[config.mk]
export PLATFORM = sky130hd
export DESIGN_NAME = mul_float_seq
export DESIGN_NICKNAME = d
export VERILOG_FILES = /design/src/rtl/float_pkg.sv /design/src/rtl/mul_float_seq_mant.sv /design/src/rtl/mul_float_seq.sv
export SDC_FILE = /design/constraint.sdc
export NUM_CORES = 1
export LEC_CHECK = 0
export ABC_AREA = 1
export CORE_ASPECT_RATIO = 1.25
export CORE_MARGIN = 1.5
export CORE_UTILIZATION = 60
export DETAILED_ROUTE_END_ITERATION = 8
export PLACE_DENSITY = 0.81
export SLEW_MARGIN = 20
export SYNTH_ARGS = -nofsm -noshare
export SYNTH_HDL_FRONTEND = slang
export SYNTH_SLANG_ARGS = --single-unit
[constraint.sdc]
create_clock -name clk -period 4.8 [get_ports clk]
set_input_delay 0.48 -clock clk [delete_from_list [all_inputs] [get_ports clk]]
set_output_delay 0.48 -clock clk [all_outputs]
set_load 0.005 [all_outputs]
[src/rtl/float_pkg.sv]
// Shared IEEE-754 single-precision constants, field widths and FSM states
// for the sequential float arithmetic units (mul_float, div_float).
package float_pkg;

  localparam int EXP_W  = 8;
  localparam int FRAC_W = 23;
  localparam int MANT_W = 24;
  localparam int PROD_W = 48;

  localparam int EXP_BIAS = 127;

  localparam logic [31:0] QNAN    = 32'h7FC0_0000;
  localparam logic [31:0] POS_INF = 32'h7F80_0000;

  typedef enum logic [1:0] {
    IDLE,
    MUL,
    NORM,
    DONE
  } state_t;

endpackage

[src/rtl/mul_float_seq_mant.sv]
// Iterative shift-and-add 24x24 mantissa multiplier; retires BPC
// multiplier bits per step, LSB first, into a 48-bit accumulator.
module mant_mul_seq
  import float_pkg::*;
#(
  parameter int BPC = 1
) (
  input  logic              clk,
  input  logic              rst,
  input  logic              load,
  input  logic              step,
  input  logic [MANT_W-1:0] a,
  input  logic [MANT_W-1:0] b,
  output logic [PROD_W-1:0] prod
);

  logic [PROD_W-1:0] acc, acc_n;
  logic [PROD_W-1:0] mc, mc_n;
  logic [MANT_W-1:0] mp, mp_n;

  always_comb begin
    acc_n = acc;
    for (int i = 0; i < BPC; i++)
      if (mp[i]) acc_n = acc_n + (mc << i);
    mc_n = mc << BPC;
    mp_n = mp >> BPC;
  end

  always_ff @(posedge clk) begin
    if (rst) begin
      acc <= '0;
      mc  <= '0;
      mp  <= '0;
    end else if (load) begin
      acc <= '0;
      mc  <= {{(PROD_W-MANT_W){1'b0}}, a};
      mp  <= b;
    end else if (step) begin
      acc <= acc_n;
      mc  <= mc_n;
      mp  <= mp_n;
    end
  end

  assign prod = acc;

endmodule

[src/rtl/mul_float_seq.sv]
// Sequential IEEE-754 single multiplier, fixed latency N+2.
// Define MUL_FLOAT_ROUND_EN for round-to-nearest-even; default truncates.
module mul_float_seq
  import float_pkg::*;
#(
  parameter int BITS_PER_CYCLE = 1
) (
  input  logic        clk,
  input  logic        rst,
  input  logic        start,
  input  logic [31:0] mcand,
  input  logic [31:0] mplier,
  output logic        busy,
  output logic        done,
  output logic [31:0] quo,
  output logic        err
);

  localparam int N = MANT_W / BITS_PER_CYCLE;

  state_t state, state_n;
  logic [4:0]  cnt;
  logic [31:0] a_q, b_q;
  logic        load, step;
  logic [PROD_W-1:0] prod;

  always_ff @(posedge clk) begin
    if (rst) state <= IDLE;
    else     state <= state_n;
  end

  always_comb begin
    state_n = state;
    unique case (state)
      IDLE: if (start) state_n = MUL;
      MUL:  if (cnt == 5'(N-1)) state_n = NORM;
      NORM: state_n = DONE;
      DONE: state_n = start ? MUL : IDLE;
    endcase
  end

  always_comb begin
    busy = (state == MUL) || (state == NORM);
    done = (state == DONE);
    load = start && ((state == IDLE) || (state == DONE));
    step = (state == MUL);
  end

  always_ff @(posedge clk) begin
    if (rst) begin
      cnt <= '0;
      a_q <= '0;
      b_q <= '0;
    end else if (load) begin
      cnt <= '0;
      a_q <= mcand;
      b_q <= mplier;
    end else if (step) begin
      cnt <= cnt + 5'd1;
    end
  end

  mant_mul_seq #(.BPC(BITS_PER_CYCLE)) u_mant (
    .clk  (clk),
    .rst  (rst),
    .load (load),
    .step (step),
    .a    ({1'b1, mcand[FRAC_W-1:0]}),
    .b    ({1'b1, mplier[FRAC_W-1:0]}),
    .prod (prod)
  );

  logic              sgn;
  logic [EXP_W-1:0]  ea, eb;
  logic              a_nan, b_nan, a_inf, b_inf, a_zero, b_zero;
  logic [9:0]        e;
  logic [FRAC_W-1:0] f;
  logic              rnd;
  logic [MANT_W-1:0] fr;
  logic [31:0]       res;
  logic              res_err;

`ifdef MUL_FLOAT_ROUND_EN
  logic g, s;
`else
  logic unused_lsb;
  assign unused_lsb = ^prod[22:0];
`endif

  always_comb begin
    sgn    = a_q[31] ^ b_q[31];
    ea     = a_q[30:23];
    eb     = b_q[30:23];
    a_nan  = (ea == 8'hFF) && (a_q[22:0] != '0);
    b_nan  = (eb == 8'hFF) && (b_q[22:0] != '0);
    a_inf  = (ea == 8'hFF) && (a_q[22:0] == '0);
    b_inf  = (eb == 8'hFF) && (b_q[22:0] == '0);
    a_zero = (ea == '0);
    b_zero = (eb == '0);
    e = {2'b0, ea} + {2'b0, eb} - 10'(EXP_BIAS)
      + {9'b0, prod[47]};
    f = prod[47] ? prod[46:24] : prod[45:23];
`ifdef MUL_FLOAT_ROUND_EN
    g   = prod[47] ? prod[23] : prod[22];
    s   = prod[47] ? |prod[22:0] : |prod[21:0];
    rnd = g & (s | f[0]);
`else
    rnd = 1'b0;
`endif
    fr = {1'b0, f} + {23'b0, rnd};
    // fraction overflow on rounding bumps the exponent
    if (fr[23]) e = e + 10'd1;
    res     = {sgn, e[7:0], fr[22:0]};
    res_err = 1'b0;
    if (a_nan || b_nan || (a_inf && b_zero) || (b_inf && a_zero)) begin
      res     = QNAN;
      res_err = 1'b1;
    end else if (a_inf || b_inf) begin
      res = POS_INF | {sgn, 31'b0};
    end else if (a_zero || b_zero) begin
      res = {sgn, 31'b0};
    end else if ($signed(e) >= 10'sd255) begin
      res     = POS_INF | {sgn, 31'b0};
      res_err = 1'b1;
    end else if ($signed(e) <= 10'sd0) begin
      res = {sgn, 31'b0};
    end
  end

  always_ff @(posedge clk) begin
    if (rst) begin
      quo <= '0;
      err <= 1'b0;
    end else if (state == NORM) begin
      quo <= res;
      err <= res_err;
    end
  end

endmodule

# Word-level counts from Yosys, hierarchy flattened
# Index checks and enable logic that the tools add are counted.
# totals
n_memories,0
input_bits,67
latchBits,0
reg_bits,224
ram_bits,0
elab_cells,69
romBits,0
# op_classes
n_reduce_logical,25
multipliers,0
n_shift,0
n_lt_le_gt_ge,2
n_addsub,5
div_mod_pow,0
eq_ne,8
n_mux,18
bitwise_logic,1
# ops
cell,n
two-way mux 31 bit,4
two-way mux 24 bit,4
adder 48 bit,1
zero test 23 bit,2
nonzero test 23 bit,2
two-way mux 32 bit,1
two-way mux 23 bit,1
"== test 8 bit, second input constant",2
zero test 8 bit,2
adder 10 x 1 -> 10 bit,1
">= comparator 10 x 9 -> 1 bit, second input constant",1
"less-or-equal comparator 10 x 1 -> 1 bit, second input constant",1
"subtractor 9 x 7 -> 10 bit, second input constant",1
adder 8 x 8 -> 9 bit,1
one-hot mux 2 bit (4 select lines),1
logical AND 1 bit,7
logical OR 1 bit,7
"adder 5 x 1 -> 5 bit, second input constant",1
"== test 5 bit, second input constant",1
two-way mux 1 bit,5
"== test 2 bit, second input constant",2
two-way mux 2 bit,2
AND reduction 2 bit,2
"== test 2 x 1 -> 1 bit, second input constant",1
6 further kinds,6

# Depth between registers and ports, before layout
# logic_depth
ltp_word,9
depth_mapped,22
ltp_nobuf,20

# Modules after synthesis
# From an unflattened synthesis, not the netlist that was laid out.
# unflattened
cells_unflattened,2299
area_unflattened_um2,14311.2
# modules_own_cells
mod,n_inst,cells_per_inst,area_per_inst_um2
mant_mul_seq,1,1539,9049.9
mul_float_seq,1,760,5261.3

# Worst setup path after synthesis
# OpenSTA, ideal clock, no wires.
# synth_timing
kind,reg-to-reg
start,reg u_mant.acc[47] (netlist: u_mant.prod[47])
end,reg quo[2]
arrival_time_ps,2704
setup_slack_ps,1961
path_stages_with_launch,17
synth_period_minus_slack_ps,2839
setup_time_ps,135
path_cell_list,dfxtp_1 clkbuf_1 inv_1 ha_1 inv_1 ha_1 fa_1 or2_2 nor2_1 nand3_1 nor2_1 nand3_2 nand2_2 inv_2 buf_6 nand3_1 a21oi_1
# synth_between
elab_chain_len,7
# synth_rtl
element,line,text
start: declaration,mul_float_seq_mant.sv:17,"logic [PROD_W-1:0] acc, acc_n;"
start signal: assignment,mul_float_seq_mant.sv:39,acc <= acc_n;
adder 10 x 1 -> 10 bit,mul_float_seq.sv:101,"+ {9'b0, prod[47]};"
less-or-equal comparator 10 x 1 -> 1 bit,mul_float_seq.sv:125,end else if ($signed(e) <= 10'sd0) begin
two-way mux 31 bit,mul_float_seq.sv:125,
two-way mux 31 bit (*),mul_float_seq.sv:122,end else if ($signed(e) >= 10'sd255) begin
two-way mux 31 bit (*),mul_float_seq.sv:120,end else if (a_zero || b_zero) begin
two-way mux 31 bit (*),mul_float_seq.sv:118,end else if (a_inf || b_inf) begin
two-way mux 32 bit (*),mul_float_seq.sv:115,if (a_nan || b_nan || (a_inf && b_zero) || (b_inf && a_zero)) begin
end signal: assignment,mul_float_seq.sv:135,quo <= res;
end: declaration,mul_float_seq.sv:15,"output logic [31:0] quo,"
# Every way passes the cells marked *; elsewhere a longest branch is shown, timed or not.
# A chain may end at the register's enable or synchronous reset.

# Worst setup path after layout
# layout_timing
start,reg u_mant.acc[47] (netlist: u_mant.prod[47])
end,reg quo[23]
# layout_between
elab_chain_len,7
# layout_rtl
element,line
adder 10 x 1 -> 10 bit (*),mul_float_seq.sv:101
less-or-equal comparator 10 x 1 -> 1 bit,mul_float_seq.sv:125
two-way mux 31 bit,mul_float_seq.sv:125
two-way mux 31 bit (*),mul_float_seq.sv:122
two-way mux 31 bit (*),mul_float_seq.sv:120
two-way mux 31 bit (*),mul_float_seq.sv:118
two-way mux 32 bit (*),mul_float_seq.sv:115
# Marked as above.

==> results.json <==
{
  "rsz0062_at_grt": "false",
  "leakage_nw": 6.507,
  "die_w_um": 135.6,
  "cts_max_level": 1,
  "yosysUniqueCellTypes": 38,
  "nFillCells": 1910,
  "status": "finished clean",
  "min_period_ps": 3313,
  "cp-end-kind": "flop",
  "row_count": 60,
  "n_antenna_cell": 0,
  "crit_fanout": 49,
  "timing.final.hold_violations": 0,
  "post-route-period-util": 0.6903,
  "async_reset_ff_frac": 0,
  "routedWlPerCell_um": 15.87,
  "grt_start_max_net_pins": 94,
  "use_met3": 0.03983,
  "worstSetupStartpoint": "u_mant.prod[47]",
  "worst_pin_slew_ps": 999.9,
  "ys_seq_area_frac": 0.3400,
  "synth_flop_cell": "dfxtp_1",
  "final.setup.tns_ps": 0,
  "synth_top_cell_area_share": 0.3400,
  "numCtsBuffers": 24,
  "yosysTopAreaCell": "dfxtp_1",
  "synth-edff-count": 0,
  "grt_pass1_vias": 12790,
  "drt_iter0_markers": 928,
  "synth-seq-cells": 224,
  "top_usage_layer": "met2",
  "hp-class": "flop to flop",
  "crit_arrival_ps": 3780,
  "critical_path_required_ps": 5270,
  "syn_area_mm2": 0.01319,
  "grt.met2_usage": 0.5822,
  "clock.fmax_ghz": 0.3018,
  "critical_path.max_stage_delay_ps": 430,
  "place_area_mm2": 0.01430,
  "critPathSlowestCell": "fa_1",
  "drtPass1Iterations": 5,
  "utilization": 0.6985,
  "synth_nets": 2188,
  "ir_drop_v": 0.0003861,
  "max_cap_violations": 0,
  "multi_input_area_mm2": 0.007461,
  "tritoncts": "yes",
  "syn_avg_cell_area_um2": 6.434,
  "syn2layout_area_growth_pct": 14.11,
  "postSynthCellCount": 2050,
  "grt_pass1_wl_um": 62140,
  "yosys-top-cells-area": "dfxtp_1 (34%), nand2_1 (14%), o21ai_0 (7.7%)",
  "crit_type": "flop to flop",
  "cts-root-buf": "clkbuf_16",
  "area.sequential_mm2": 0.004484,
  "finalNetCount": 2245,
  "hold_slack_ps": 458.0,
  "dp_hpwl_um": 28940,
  "power_density_mw_per_mm2": 452.5,
  "post_cts_buffers": 0,
  "die_height_um": 168.8,
  "crit_chain": "buf_4, inv_1, ha_1, inv_1, ha_1, fa_1, nand3_1, nand3_1, nand2_1, nand2_1, nor2_1, nand2_1, nor2_1, nand2_1, nand2_1, nand2_2, nand2_1, nand2_1, a21oi_1",
  "final_layout_size_suffix_gt1_frac": 0.03721,
  "hp-start": "a_q[4]",
  "holdBufCountCts": 0,
  "cts_resized": 0,
  "stdcell_area_mm2": 0.01505,
  "antenna_found_initial": 0,
  "place.gp.congestion": 1.026,
  "viasPerCell": 5.659,
  "io_buffers": 101,
  "cts.reportedPaths.clkPinSlew_ps": 60,
  "final_antenna_net_count": 0,
  "track_usage": 0.3340,
  "drc": 0,
  "met1_usage": 0.4076,
  "path_common_cell": "nand2_1",
  "clk-insertion-delay-late_ps": 530,
  "critPathLaunchType": "flop",
  "slew_viol_final": 0,
  "drt_wl_total_um": 38110,
  "die-area_mm2": 0.02289,
  "yosys_warnings": 0,
  "core_area_mm2": 0.02155,
  "ios": 102,
  "vias": 13590,
  "slew_headroom": 0.3334,
  "setup_violations": 0,
  "skew_ps": 12.22,
  "timing.rr.start": "u_mant.prod[47]",
  "start_util": 0.6121,
  "cts_num_sinks": 224,
  "ctsLongestPathBuffers": 3,
  "overflow": 0
}
==> cells in the final DEF, fill, tap and decap left out, types with 2 or more instances in the layout <==
cell type	count
inv_2	5
inv_1	227
nor3_1	8
a21oi_2	2
nand3_2	6
nor2_1	249
clkbuf_8	3
nand3_1	111
o21ai_1	2
ha_1	69
xor2_1	20
a31oi_1	23
or2_2	2
a21oi_1	193
buf_4	16
nand4_1	49
clkdlybuf4s50_1	100
nor2_2	4
o22ai_1	20
fa_1	2
o21ai_0	202
clkinv_2	4
clkbuf_16	24
dfxtp_1	224
o21bai_1	8
a21o_1	5
xnor2_1	5
clkinv_1	2
nand2_1	509
clkbuf_1	7
o211ai_1	2
nand2_2	7
==> per-layer routing <==
layer | wire length [um] | share of wire
met1 | 15600 | 0.41
met2 | 18600 | 0.49
met3 | 2305 | 0.060
met4 | 1605 | 0.042
met5 | 0 | 0
==> Yosys cell counts (all sizes together), types with 8 or more instances <==
cell type,number
xor2,20
clkbuf,65
inv,232
nand4,49
buf,21
a31oi,23
ha,69
nor2,254
dfxtp,224
nand3,117
o21bai,8
o22ai,20
nor3,8
a21oi,195
nand2,516
o21ai,204
==> logic make-up after synthesis <==
kind of cell / after synthesis / share of synthesized area
buffers and inverters: 320 / 0.09506
adders and majority gates: 71 / 0.06849
xor gates and xnor gates: 25 / 0.01660
and+or+nand+nor: 949 / 0.2965
DFF: 224 / 0.3400
AOI/OAI and AO/OA: 461 / 0.1834
==> stage by stage <==
step                      total power (W)  setup slack [ps]  std cells
after floorplan                  0.004328              1961       2050
after CTS                        0.006817              1508       2402
final                            0.006810              1487       2402
after global routing             0.007253              1141       2402
after detailed placement         0.005016              1522       2360
after global placement           0.004929              1612       2360
==> flip-flops by register name, summed over array words and instances (netlist names) <==
signal	count
a_q	32
cnt	5
b_q	32
u_mant.prod	48
u_mant.mp	24
state	2
quo	32
err	1
u_mant.mc	48
==> report_power, final <==
group          switching (W)  leakage (nW)  internal (W)
Sequential          0.000253          1.83       0.00224
Combinational        0.00171          4.31      0.000821
Clock               0.000758         0.367       0.00102
Total                0.00273          6.51       0.00408
==> worst paths after layout <==
| check | to | slack (ps) | cells past startpoint |
|---|---|---|---|
| min | a_q[4] | 460 | 2 |
| min reg2reg | a_q[4] | 460 | 2 |
| max | quo[23] | 1490 | 19 |
| max reg2reg | quo[23] | 1490 | 19 |
==> layout make-up <==
class / count / share of cell area
Clock buffer: 34 / 0.04440
Multi-Input combinational cell: 1506 / 0.4958
Tap cell: 279 / 0.02320
Inverter: 234 / 0.05836
Sequential cell: 224 / 0.2980
Timing Repair Buffer: 117 / 0.07483
Clock inverter: 8 / 0.005487
==> critical path, delay by kind of cell, from the launching register on <==
family	cells	cell delay, ps
AO/OA/AOI/OAI	1	130
adder cells (fa/ha/maj)	3	930
buffers and inverters	3	510
flip-flops	1	310
AND/OR/NAND/NOR	12	1370
Power figures use the tool's default switching activity.
